## src/rtl/wave_rom_seq.sv

```systemverilog
// Phase-accumulator waveform sequencer: walks a synchronous ROM at a divided sample rate and
// registers each sample for a DAC. Define WAVE_ROM_SEQ_AMP_EN to add an 8-bit amplitude scaling stage.
module wave_rom_seq #(
  parameter int ACC_W  = 32,
  parameter int ADDR_W = 11,
  parameter int DATA_W = 8,
  parameter int DIV_W  = 16
) (
  input  logic              clk,
  input  logic              reset,
  input  logic              start,
  input  logic              stop,
  input  logic              cfg_we,
  input  logic [ACC_W-1:0]  cfg_ftw,
  input  logic [ADDR_W-1:0] cfg_poff,
  input  logic [DIV_W-1:0]  cfg_div,
  output logic              rom_ce,
  output logic              rom_oce,
  output logic [ADDR_W-1:0] rom_ad,
  input  logic [DATA_W-1:0] rom_dout,
`ifdef WAVE_ROM_SEQ_AMP_EN
  input  logic [7:0]        amp,
`endif
  output logic [DATA_W-1:0] dac_data,
  output logic              dac_valid,
  output logic              wrap,
  output logic              busy,
  output logic [1:0]        state_dbg
);

  typedef enum logic [1:0] {
    IDLE     = 2'd0,
    RUN      = 2'd1,
    STOPPING = 2'd2
  } state_t;

  state_t state_q, state_d;

  logic [ACC_W-1:0]  acc_q;
  logic [DIV_W-1:0]  cnt_q;
  logic              first_q;
  logic [ACC_W-1:0]  ftw_q;
  logic [ADDR_W-1:0] poff_q;
  logic [DIV_W-1:0]  div_q;
  logic [DIV_W-1:0]  div_act_q;
  logic [ADDR_W-1:0] rom_ad_q;
  logic              rom_ce_q;
  logic              rd_q;
  logic              wrap_q;
  logic [DATA_W-1:0] dac_data_q;
  logic              dac_valid_q;
`ifdef WAVE_ROM_SEQ_AMP_EN
  logic              amp_v_q;
  logic [DATA_W-1:0] prod_q;
  logic [DATA_W+7:0] prod;
`endif

  logic              active;
  logic              go;
  logic              tick;
  logic [ACC_W:0]    acc_sum;
  logic              carry;

  always_comb begin
    active  = (state_q != IDLE);
    go      = (state_q == IDLE) && start && !stop;
    tick    = active && (first_q || (cnt_q == div_act_q));
    acc_sum = {1'b0, acc_q} + {1'b0, ftw_q};
    carry   = acc_sum[ACC_W];
  end

  always_ff @(posedge clk) begin
    if (reset) state_q <= IDLE;
    else       state_q <= state_d;
  end

  always_comb begin
    state_d = state_q;
    case (state_q)
      IDLE:     if (go) state_d = RUN;
      RUN:      if (stop) state_d = STOPPING;
      STOPPING: if (tick && carry) state_d = IDLE;
      default:  state_d = IDLE;
    endcase
  end

`ifdef WAVE_ROM_SEQ_AMP_EN
  always_comb prod = {8'd0, rom_dout} * {{DATA_W{1'b0}}, amp};
`endif

  always_ff @(posedge clk) begin
    if (reset) begin
      acc_q       <= '0;
      cnt_q       <= '0;
      first_q     <= 1'b0;
      ftw_q       <= '0;
      poff_q      <= '0;
      div_q       <= '0;
      div_act_q   <= '0;
      rom_ad_q    <= '0;
      rom_ce_q    <= 1'b0;
      rd_q        <= 1'b0;
      wrap_q      <= 1'b0;
      dac_data_q  <= '0;
      dac_valid_q <= 1'b0;
`ifdef WAVE_ROM_SEQ_AMP_EN
      amp_v_q     <= 1'b0;
      prod_q      <= '0;
`endif
    end else begin
      if (cfg_we) begin
        ftw_q  <= cfg_ftw;
        poff_q <= cfg_poff;
        div_q  <= cfg_div;
      end
      // The divider period in use only changes at a tick so the counter never overshoots it.
      if (!active || tick) div_act_q <= div_q;

      if (go) begin
        acc_q   <= '0;
        cnt_q   <= '0;
        first_q <= 1'b1;
      end else if (tick) begin
        acc_q    <= acc_sum[ACC_W-1:0];
        cnt_q    <= '0;
        first_q  <= 1'b0;
        rom_ad_q <= acc_q[ACC_W-1 -: ADDR_W] + poff_q;
      end else if (active) begin
        cnt_q <= cnt_q + DIV_W'(1);
      end

      rom_ce_q <= tick;
      wrap_q   <= tick && carry;
      rd_q     <= rom_ce_q;
`ifdef WAVE_ROM_SEQ_AMP_EN
      amp_v_q <= rd_q;
      if (rd_q) prod_q <= prod[DATA_W+7:8];
      dac_valid_q <= amp_v_q;
      if (amp_v_q) dac_data_q <= prod_q;
`else
      dac_valid_q <= rd_q;
      if (rd_q) dac_data_q <= rom_dout;
`endif
    end
  end

  always_comb begin
    rom_ce    = rom_ce_q;
    rom_oce   = 1'b1;
    rom_ad    = rom_ad_q;
    dac_data  = dac_data_q;
    dac_valid = dac_valid_q;
    wrap      = wrap_q;
    state_dbg = state_q;
`ifdef WAVE_ROM_SEQ_AMP_EN
    busy = active || rom_ce_q || rd_q || amp_v_q || dac_valid_q;
`else
    busy = active || rom_ce_q || rd_q || dac_valid_q;
`endif
  end

endmodule

```

## config.mk

```make
export PLATFORM = sky130hd
export DESIGN_NAME = wave_rom_seq
export DESIGN_NICKNAME = d
export VERILOG_FILES = /design/src/rtl/wave_rom_seq.sv
export SDC_FILE = /design/constraint.sdc
export NUM_CORES = 1
export LEC_CHECK = 0
export CAP_MARGIN = 20
export CORE_UTILIZATION = 60
export DETAILED_ROUTE_END_ITERATION = 8
export PLACE_DENSITY = 0.86
export SLEW_MARGIN = 20
export SYNTH_ARGS = -nofsm -noshare
export SYNTH_HDL_FRONTEND = slang
export SYNTH_SLANG_ARGS = --single-unit
```

## constraint.sdc

```tcl
create_clock -name clk -period 5.7 [get_ports clk]
set_clock_uncertainty 0.2 [all_clocks]
set_input_delay 0.57 -clock clk [delete_from_list [all_inputs] [get_ports clk]]
set_output_delay 0.57 -clock clk [all_outputs]
set_load 0.005 [all_outputs]
```

**After elaboration in Yosys (flattened, before gate mapping)**

Cells that the tools add are included.

- Add/sub/neg operators: 3
- Eq/ne operators: 6
- Multiplexer cells: 6
- Bitwise gates (word level): 1
- Reductions and logical operators: 18

Operators by type and width:

| operator | number |
|---|---|
| $add 32x32->33 | 1 |
| $add 16x1->16 const B | 1 |
| $eq 16x16->1 | 1 |
| $add 11x11->11 | 1 |
| $mux 2 | 3 |
| $ne 2x2->1 const B | 3 |
| $pmux 2 s3 | 1 |
| $logic_or 1x1->1 | 5 |
| $logic_and 1x1->1 | 4 |
| $reduce_bool 2->1 | 2 |
| $reduce_and 3->1 | 1 |
| $reduce_or 3->1 | 1 |
| $eq 2x1->1 const B | 1 |
| $eq 2x2->1 const B | 1 |
| $logic_not 1->1 | 2 |
| $logic_not 2->1 | 1 |
| $mux 1 | 2 |
| $reduce_and 2->1 | 1 |
| $reduce_or 2->1 | 1 |
| $not 1->1 | 1 |

- Bits in registers: 149
- Input bits: 72
- Output and inout port bits: 26
- Logic and storage cells: 48

**Depth between registers and ports, before layout**

Gate-level depths: netlist (run 1).

- Depth after elaboration: 6
- Gate-level depth with buffers: 11
- Depth with buffers taken out: 11

**Worst setup path before layout (run 1)**

Ideal clock, no wire load.

- Path type: register -> register
- Start: register acc_q[0]
- End: register acc_q[26]
- Library setup time: 122 ps
- Arrival: 2,359 ps
- Data required time: 5,378 ps
- Path slack: 3,019 ps
- Cell stages (with the launch flop): 11
- Path buffers: 0
- Cells stage by stage: dfxtp_1 > ha_1 > fa_1 > a21o_1 > a221oi_2 > nand2_2 > a31oi_2 > o31ai_2 > nand4_2 > mux2i_1 > a311o_1

- Word-level cells in the longest chain between the ends: 1

Ends and longest elaborated chain:

| element | line | source |
|---|---|---|
| start: declaration | 39 | `logic [ACC_W-1:0] acc_q;` |
| start signal: assignment | 124 | `acc_q <= acc_sum[ACC_W-1:0];` |
| $add 32x32->33 | 68 | `acc_sum = {1'b0, acc_q} + {1'b0, ftw_q};` |

Every way passes these cells.
A chain may end at the register's enable or synchronous reset.

**Worst setup path in the final report (run 1)**

- Start: register acc_q[21]
- End: register rom_ad_q[10], in the netlist rom_ad[10]

- Word-level cells in the longest chain between the ends: 1

Ends and longest elaborated chain:

| element | line | source |
|---|---|---|
| $add 11x11->11 | 127 | `rom_ad_q <= acc_q[ACC_W-1 -: ADDR_W] + poff_q;` |
| end signal: assignment | 127 |  |
| end: declaration | 46 | `logic [ADDR_W-1:0] rom_ad_q;` |

Every way passes these cells.

==> flow_metrics.py, run 1 <==
metrics = {
    "clocking": {
        "cts_tree": "built",
        "cts-buffers-inserted": 17,
        "cts.path.max_buffers": 2,
        "cts_hold_buf": 0,
        "clkLatencyLatePin_ns": 0.43,
        "clock_sinks": 149,
        "path_clk_slew_ns": 0.06,
        "cts_resized": 0,
        "ctsRootBufferMaster": "clkbuf_16",
        "cts_max_level": 4,
        "post_cts_buffers": 0,
    },
    "drt": {
        "drc_errors": 0,
        "wirelength_um": 17000,
        "via_count": 6171,
        "viasPerCell": 5.55,
        "first_iter_violations": 380,
        "ant_nets": 0,
        "firstDrtPassIters": 5,
        "wire_per_inst_um": 15.3,
    },
    "sta": {
        "clock.fmax_mhz": 342,
        "drv_slew": 0,
        "fin_crit_ns": 2.92,
        "layout_setup_ws_ns": 2.78,
        "setup-tns-final_ns": 0,
        "tightestPinTransition_ns": 1.04,
        "hold_viol_final": 0,
        "rsz0062_at_grt": "no",
        "setup_viol": 0,
        "period_share_pct": 51.2,
        "maxSlewHeadroom_pct": 30.7,
    },
    "global_routing": {
        "grt_start_max_net_pins": 93,
        "grt_util_met3_pct": 6.06,
        "grtUsageTotal_pct": 27.7,
        "grt_pass1_wl_um": 28200,
        "grt_use_met1_pct": 34.6,
        "antenna_found_initial": 0,
        "grt_pass1_vias": 5878,
        "grt_util_met2_pct": 46.9,
        "grt_most_used_layer": "met2",
        "overflow": 0,
    },
    "status": {
        "outcome": "complete, no violations",
    },
    "synth": {
        "synth-seq-cells": 149,
        "synth.yosys.seq_area_share_pct": 39.8,
        "yosys.area.top_type": "dfxtp_1",
        "synth-edff-count": 0,
        "yosys-top-cells-area": "dfxtp_1, mux2i_1, ha_1, nor2_1, a21oi_1",
        "synth.distinct_cells": 62,
        "syn_inst": 852,
        "syn_area_sq_um": 7490,
        "synth_nets": 969,
        "avgSynthCellArea_sq_um": 8.80,
        "ys.flop_type": "dfxtp_1",
        "synth_top_area_share_pct": 39.8,
        "yosys_warnings": 0,
        "synthMostInstantiatedCell": "dfxtp_1",
        "postSynth.asyncResetShare_pct": 0,
        "synth_commonest_cells": "dfxtp_1, nor2_1, mux2i_1",
    },
    "placed_design": {
        "place_ws_ns": 2.66,
        "place_congestion": 0.898,
        "hpwl_um": 11500,
        "io_buffers": 96,
    },
    "run": {
        "drv_cap": 0,
    },
    "floorplan": {
        "chipWidth_um": 114,
        "initial_utilization_pct": 61.9,
        "design.core.area_sq_um": 12100,
        "die_h_um": 114,
        "ios": 98,
        "rows": 40,
        "dieArea_sq_um": 12900,
    },
    "critical_path": {
        "cp.arrival_ns": 3.06,
        "crit_type": "flip-flop to flip-flop",
        "cp_max_fo": 3,
        "cp-start-kind": "flip-flop",
        "critical_path_required_ns": 5.84,
        "endpoint_kind": "flip-flop",
    },
    "cells_and_area": {
        "area_growth_pct": 22.3,
        "antenna_cells": 0,
        "drive_above_1_share_pct": 5.73,
        "final_nets": 1048,
    },
    "power_and_ir_drop": {
        "peakVddDrop_uv": 298,
        "power.density_nw_per_um2": 282,
        "leakage_nw": 4.03,
    },
    "min_path": {
        "hold_path_class": "flip-flop to flip-flop",
    },
}
[logic make-up after synthesis]
kind of cell | synth area share [%]
other | 0.0500
AND/OR/NAND/NOR | 18.2
buffers and inverters | 3.16
flip-flops | 39.8
adder cells (fa/ha/maj) | 7.71
XOR/XNOR | 6.66
AO/OA/AOI/OAI | 12.6
multiplexers | 11.9
[metal layers]
metal	part of all wire (%)	vias to the layer above
met3	4.1	29
met2	49	141
met4	2.1	0
met1	45	2857
li1	-	3144
met5	0	-
[through the flow]
stage	hold slack, ns	utilization (%)	power, mW	instances	instance area (sq um)
4_1_cts	0.240	75.7	2.60	1111	9160
5_1_grt	0.258	75.7	2.69	1111	9170
6_report	0.255	75.7	2.59	1111	9170
3_3_place_gp	0.239	70.4	1.40	1080	8520
2_1_floorplan	0.236	-	1.30	852	7490
3_5_place_dp	0.248	70.4	1.41	1080	8520
[where the power goes]
part	switching (mW)	total, mW	leakage (nW)	internal [mW]
Combinational	0.145	0.280	2.50	0.134
Sequential	0.0295	1.11	1.22	1.08
Clock	0.429	1.19	0.312	0.766
[cell usage in the layout (no fill, tap or decap), drive strengths merged, types with 2 or more instances in the layout]
master / instances
o31a: 2
mux2i: 89
nand4: 11
nor3: 10
or4: 2
clkbuf: 20
o21ai: 19
nand3: 29
o22ai: 3
nor2: 127
buf: 6
xnor2: 23
o21bai: 5
inv: 20
nand3b: 2
clkinv: 5
ha: 43
a31oi: 9
a211oi: 10
nor4: 11
and3: 7
a21oi: 62
o31ai: 3
clkdlybuf4s50: 94
a21o: 16
a21boi: 4
xor2: 34
bufinv: 4
nor2b: 8
or2: 5
dfxtp: 149
o211ai: 3
nand2b: 2
o21a: 2
or3: 6
nand2: 79
fa: 2
[layout make-up]
cell class,instances,area (sq um)
Multi-Input combinational cell,644,4280
Sequential cell,149,2980
Fill cell,852,2950
Timing Repair Buffer,100,983
Clock buffer,20,467
Tap cell,168,210
Clock inverter,11,173
Inverter,19,71.3
[worst max-delay path: stages (launching register included)]
cell and delay [ns]:
dfxtp_1 0.38, ha_1 0.20, inv_1 0.06, fa_1 0.40, nor2b_1 0.14, o21ai_0 0.10
a21boi_0 0.24, o21ai_0 0.20, a211oi_1 0.32, o21ai_0 0.16, a21o_1 0.20, a311oi_1 0.24
[state kept, by name, summed over array words and instances (netlist names)]
name	count
acc_q	32
ftw_q	32
cnt_q	16
div_act_q	16
div_q	16
poff_q	11
rom_ad	11
dac_data	8
state_dbg	2
dac_valid	1
first_q	1
rd_q	1
rom_ce	1
wrap	1
[path summary, 6_finish.rpt]
kind	start	end	slack, ns	depth (start not counted)
max reg2reg	acc_q[21]	rom_ad[10]	2.78	11
min reg2reg	rom_ad[5]	rom_ad[5]	0.25	2
max	acc_q[21]	rom_ad[10]	2.78	11
min	rom_ad[5]	rom_ad[5]	0.25	2
Note: power is estimated with default switching activity, not from simulation.
==> run 2: changes to the inputs <==
--- a/config.mk
+++ b/config.mk
@@ -6,9 +6,9 @@
 export NUM_CORES = 1
 export LEC_CHECK = 0
 export CAP_MARGIN = 20
-export CORE_UTILIZATION = 60
+export CORE_UTILIZATION = 50
 export DETAILED_ROUTE_END_ITERATION = 8
-export PLACE_DENSITY = 0.86
+export PLACE_DENSITY = 0.76
 export SLEW_MARGIN = 20
 export SYNTH_ARGS = -nofsm -noshare
 export SYNTH_HDL_FRONTEND = slang
==> constraint.sdc (replaced) <==
create_clock -name clk -period 2.5 [get_ports clk]
set_clock_uncertainty 0.2 [all_clocks]
set_input_delay 0.25 -clock clk [delete_from_list [all_inputs] [get_ports clk]]
set_output_delay 0.25 -clock clk [all_outputs]
set_load 0.005 [all_outputs]
==> flow_metrics.py, run 2 (synthesized netlist as in run 1, its figures left out) <==
metrics = {
    "cells_and_area": {
        "drive_above_1_share_pct": 15.7,
        "antenna_cells": 0,
        "final_nets": 1108,
        "fin_util_pct": 68.2,
        "final_cell_mix": "dfxtp_1, nor2_1, clkdlybuf4s50_1",
        "fillers": 1133,
        "area_growth_pct": 32.8,
        "final_common_cell": "dfxtp_1",
        "reg.largest.list": "acc_q x32, ftw_q x32",
    },
    "status": {
        "violations": "negative setup slack",
        "outcome": "finished with violations",
    },
    "sta": {
        "tightestPinTransition_ns": 0.876,
        "layout_setup_ws_ns": -0.0781,
        "whs_ns": 0.00951,
        "rsz0062_at_grt": "yes",
        "hold_viol_final": 0,
        "clock.fmax_mhz": 388,
        "fin_crit_ns": 2.58,
        "drv_slew": 0,
        "setup-tns-final_ns": -0.392,
        "period_share_pct": 103,
        "setup_viol": 8,
        "maxSlewHeadroom_pct": 41.6,
    },
    "drt": {
        "wirelength_um": 18300,
        "first_iter_violations": 417,
        "viasPerCell": 5.46,
        "wire_per_inst_um": 15.4,
        "ant_nets": 0,
        "firstDrtPassIters": 5,
        "via_count": 6482,
        "drc_errors": 0,
    },
    "critical_path": {
        "cp_max_fo": 3,
        "r2r-start": "acc_q[0]",
        "crit_type": "flip-flop to flip-flop",
        "cp-start-kind": "flip-flop",
        "cp.arrival_ns": 2.70,
        "startpoint": "acc_q[0]",
        "rrSetupSlack_ns": -0.08,
        "endpoint_kind": "flip-flop",
        "reg2reg_to": "wrap",
        "reg2reg_depth": 10,
        "critPathCapture": "wrap",
        "critical_path_required_ns": 2.62,
    },
    "clocking": {
        "cts.path.max_buffers": 2,
        "cts_max_level": 4,
        "cts_tree": "built",
        "clock_sinks": 149,
        "path_clk_slew_ns": 0.06,
        "cts-buffers-inserted": 17,
        "clkLatencyLatePin_ns": 0.43,
        "ctsRootBufferMaster": "clkbuf_16",
    },
    "placed_design": {
        "io_buffers": 96,
        "place_ws_ns": -0.191,
        "hpwl_um": 12500,
        "place_congestion": 0.886,
    },
    "power_and_ir_drop": {
        "leakage_nw": 4.32,
        "power.density_nw_per_um2": 589,
        "peakVddDrop_uv": 471,
        "finalPower_mw": 5.86,
    },
    "global_routing": {
        "grt_use_met1_pct": 33.5,
        "overflow": 0,
        "grt_pass1_vias": 6080,
        "grt_most_used_layer": "met2",
        "antenna_found_initial": 0,
        "grtUsageTotal_pct": 23.7,
        "grt_pass1_wl_um": 29700,
        "grt_util_met2_pct": 35.3,
        "grt_start_max_net_pins": 72,
        "grt_util_met3_pct": 5.03,
    },
    "floorplan": {
        "dieArea_sq_um": 15500,
        "initial_utilization_pct": 51.4,
        "chipWidth_um": 124,
        "die_h_um": 124,
        "design.core.area_sq_um": 14600,
        "rows": 44,
        "ios": 98,
    },
    "min_path": {
        "hold_path_class": "input port to flip-flop",
    },
    "run": {
        "drv_cap": 0,
    },
}
-- run 2: cell count changes in the layout (fill, tap and decap cells not counted), sizes merged --
cell,change
bufinv,-2
clkbuf,+1
clkinvlp,+2
buf,+60
-- run 2: layer usage --
metal | wire length (um) | up-vias
li1 | - | 3260
met1 | 9150 | 3037
met2 | 7980 | 165
met3 | 911 | 20
met4 | 240 | 0
met5 | 0 | -
-- run 2: per-stage QoR --
stage | std cells | instance area (sq um)
2_1_floorplan | 852 | 7530
3_3_place_gp | 1154 | 9070
3_5_place_dp | 1154 | 9070
4_1_cts | 1187 | 9730
5_1_grt | 1188 | 9950
6_report | 1188 | 9950
-- run 2: repair_timing --
item / 4_1_cts / 5_1_grt
buffers inserted: 1 / 1
endpoints found under the hold margin: 0 / 0
endpoints found under the setup margin: 22 / 25
hold buffers: 0 / 0
resized for setup: 17 / 42
pin swaps: 13 / 33
-- run 2: where the power goes --
part	switching [mW]	total, mW	leakage [nW]	internal, mW
Clock	1.02	2.59	0.291	1.57
Combinational	0.358	0.727	2.81	0.368
Sequential	0.0710	2.54	1.22	2.47
-- run 2: area by class of cell --
type | instances | area, sq um | area share (%)
timing repair buffer | 160 | 1490 | 15.0
multi-input combinational | 644 | 4560 | 45.8
clock buffer | 21 | 480 | 4.83
tap | 184 | 230 | 2.31
clock inverter | 11 | 124 | 1.24
sequential | 149 | 2990 | 30.1
inverter | 19 | 71.3 | 0.717
-- run 2: worst min-delay path by stage --
stage                   start           end  slack (ns)  cells past startpoint
floorplan                stop  state_dbg[0]        0.13                      1
global placement     acc_q[5]      acc_q[5]        0.24                      2
detailed placement  rom_ad[0]     rom_ad[0]        0.25                      2
CTS                     reset     ftw_q[20]       0.003                      2
global route            reset     ftw_q[20]        0.01                      2
finish                  reset     ftw_q[20]        0.01                      2
-- run 2: critical path: stages, from the launching register on --
cell,delay (ns)
dfxtp_2,0.33
ha_4,0.16
fa_2,0.33
a21o_1,0.20
a221oi_4,0.27
nand2_2,0.13
a31oi_4,0.29
o21ai_4,0.11
a211oi_4,0.25
buf_4,0.15
nor2_1,0.03
==> run 3: changes to the inputs <==
--- a/config.mk
+++ b/config.mk
@@ -5,10 +5,13 @@
 export SDC_FILE = /design/constraint.sdc
 export NUM_CORES = 1
 export LEC_CHECK = 0
+export ABC_CLOCK_PERIOD_IN_PS = 2500
 export CAP_MARGIN = 20
 export CORE_UTILIZATION = 50
 export DETAILED_ROUTE_END_ITERATION = 8
+export GPL_TIMING_DRIVEN = 0
 export PLACE_DENSITY = 0.76
+export SETUP_SLACK_MARGIN = 0.4
 export SLEW_MARGIN = 20
 export SYNTH_ARGS = -nofsm -noshare
 export SYNTH_HDL_FRONTEND = slang
==> flow_metrics.py, run 3 (synthesized netlist as in run 1, its figures left out) <==
metrics = {
    "clocking": {
        "cts_tree": "built",
        "ctsRootBufferMaster": "clkbuf_16",
        "cts_hold_buf": 0,
        "cts_max_level": 4,
        "clock_sinks": 149,
        "path_clk_slew_ns": 0.06,
        "clkLatencyLatePin_ns": 0.43,
        "cts-buffers-inserted": 17,
        "cts.path.max_buffers": 2,
    },
    "critical_path": {
        "cp.arrival_ns": 2.86,
        "reg2reg_depth": 10,
        "cp_max_fo": 6,
        "crit_type": "flip-flop to flip-flop",
        "cp-start-kind": "flip-flop",
        "critical_path_required_ns": 2.62,
        "endpoint_kind": "flip-flop",
    },
    "drt": {
        "wirelength_um": 24900,
        "viasPerCell": 6.07,
        "drc_errors": 0,
        "via_count": 7418,
        "firstDrtPassIters": 5,
        "ant_nets": 0,
        "wire_per_inst_um": 20.4,
        "first_iter_violations": 643,
    },
    "cells_and_area": {
        "drive_above_1_share_pct": 29.4,
        "final_cell_area_sq_um": 11200,
        "fillers": 858,
        "antenna_cells": 0,
        "fin_util_pct": 76.7,
        "final_cell_mix": "dfxtp_1, nor2_1, clkdlybuf4s50_1",
        "seqCellArea_sq_um": 3040,
        "final_nets": 1143,
        "multi_input_area_sq_um": 5270,
        "area_growth_pct": 49.3,
        "reg.largest.list": "acc_q x32, ftw_q x32",
        "finalNonFillerCells": 1223,
        "final_common_cell": "dfxtp_1",
    },
    "floorplan": {
        "rows": 44,
        "chipWidth_um": 124,
        "die_h_um": 124,
        "design.core.area_sq_um": 14600,
        "initial_utilization_pct": 51.4,
        "dieArea_sq_um": 15500,
        "ios": 98,
    },
    "sta": {
        "tightestPinTransition_ns": 0.874,
        "clock.fmax_mhz": 364,
        "hold_viol_final": 0,
        "rsz0062_at_grt": "yes",
        "period_share_pct": 110,
        "drv_slew": 0,
        "setup-tns-final_ns": -2.05,
        "setup_viol": 17,
        "layout_setup_ws_ns": -0.245,
        "maxSlewHeadroom_pct": 41.7,
        "fin_crit_ns": 2.75,
    },
    "global_routing": {
        "grt_most_used_layer": "met2",
        "antenna_found_initial": 0,
        "overflow": 0,
        "grt_util_met2_pct": 40.4,
        "grt_pass1_vias": 6412,
        "grt_start_max_net_pins": 17,
        "grt_use_met1_pct": 36.3,
        "grtUsageTotal_pct": 26.1,
        "grt_util_met3_pct": 5.15,
        "grt_pass1_wl_um": 32300,
    },
    "run": {
        "drv_cap": 0,
    },
    "power_and_ir_drop": {
        "power.density_nw_per_um2": 553,
        "p_int_mw": 4.50,
        "clkPwrFrac_pct": 41.6,
        "p_comb_share_pct": 17.1,
        "peakVddDrop_uv": 525,
        "leakage_nw": 4.73,
        "p_switching_mw": 1.68,
        "finalPower_mw": 6.18,
        "switching_share_pct": 27.2,
        "pwr-share-seq_pct": 41.3,
    },
    "min_path": {
        "worstHoldPathCells": 3,
        "hold_path_class": "input port to flip-flop",
    },
    "placed_design": {
        "placed_cell_area_sq_um": 8880,
        "place_congestion": 0.942,
        "io_buffers": 95,
        "dp.cells": 1131,
        "hpwl_um": 13500,
    },
    "status": {
        "violations": "negative setup slack",
        "outcome": "finished with violations",
    },
}
## run 3: what timing repair did
action,4_1_cts,5_1_grt
gates cloned,1,8
buffers inserted,25,26
endpoints found under the setup margin,89,89
pin swaps,25,89
resized for setup,69,230
## run 3: stage by stage
| stage | setup WS, ns | hold slack (ns) |
|---|---|---|
| CTS | -0.155 | 0.222 |
| global placement | -0.365 | 0.245 |
| floorplan | -0.0592 | 0.129 |
| detailed placement | -0.360 | 0.246 |
| finish | -0.245 | 0.225 |
| global route | -0.358 | 0.227 |
## run 3: path summary, 6_finish.rpt
path | start | endpoint | slack (ns)
min reg2reg | acc_q[16] | acc_q[16] | 0.27
min | cfg_poff[0] | poff_q[0] | 0.22
max | ftw_q[12] | acc_q[26] | -0.25
max reg2reg | ftw_q[12] | acc_q[26] | -0.25
## run 3: layer usage
metal | part of all wire [%] | wire [um]
met4 | 3.9 | 981
met2 | 46 | 11600
met5 | 0 | 0
met3 | 8.7 | 2170
met1 | 41 | 10200
## run 3: power groups by stage
stage	clock network, mW	logic, mW	registers [mW]
global route	2.68	1.11	2.56
CTS	2.57	0.779	2.54
finish	2.57	1.06	2.55
global placement	0	0.669	2.59
floorplan	0	0.427	2.57
detailed placement	0	0.681	2.59
## run 3: area by class of cell
class | count | area share (%)
tap | 184 | 2.06
timing repair buffer | 155 | 14.8
buffer | 40 | 3.01
multi-input combinational | 644 | 47.1
inverter | 19 | 0.637
clock inverter | 11 | 1.01
clock buffer | 21 | 4.29
sequential | 149 | 27.1
## run 3: critical path, stage by stage, from the launching register on
cell and delay (ns):
dfxtp_1 0.32, ha_1 0.44, nand3_1 0.19, nor2_2 0.20, a221o_1 0.22, a31oi_4 0.06
buf_6 0.15, o31ai_4 0.29, nand4_2 0.15, mux2i_1 0.15, a311o_1 0.26
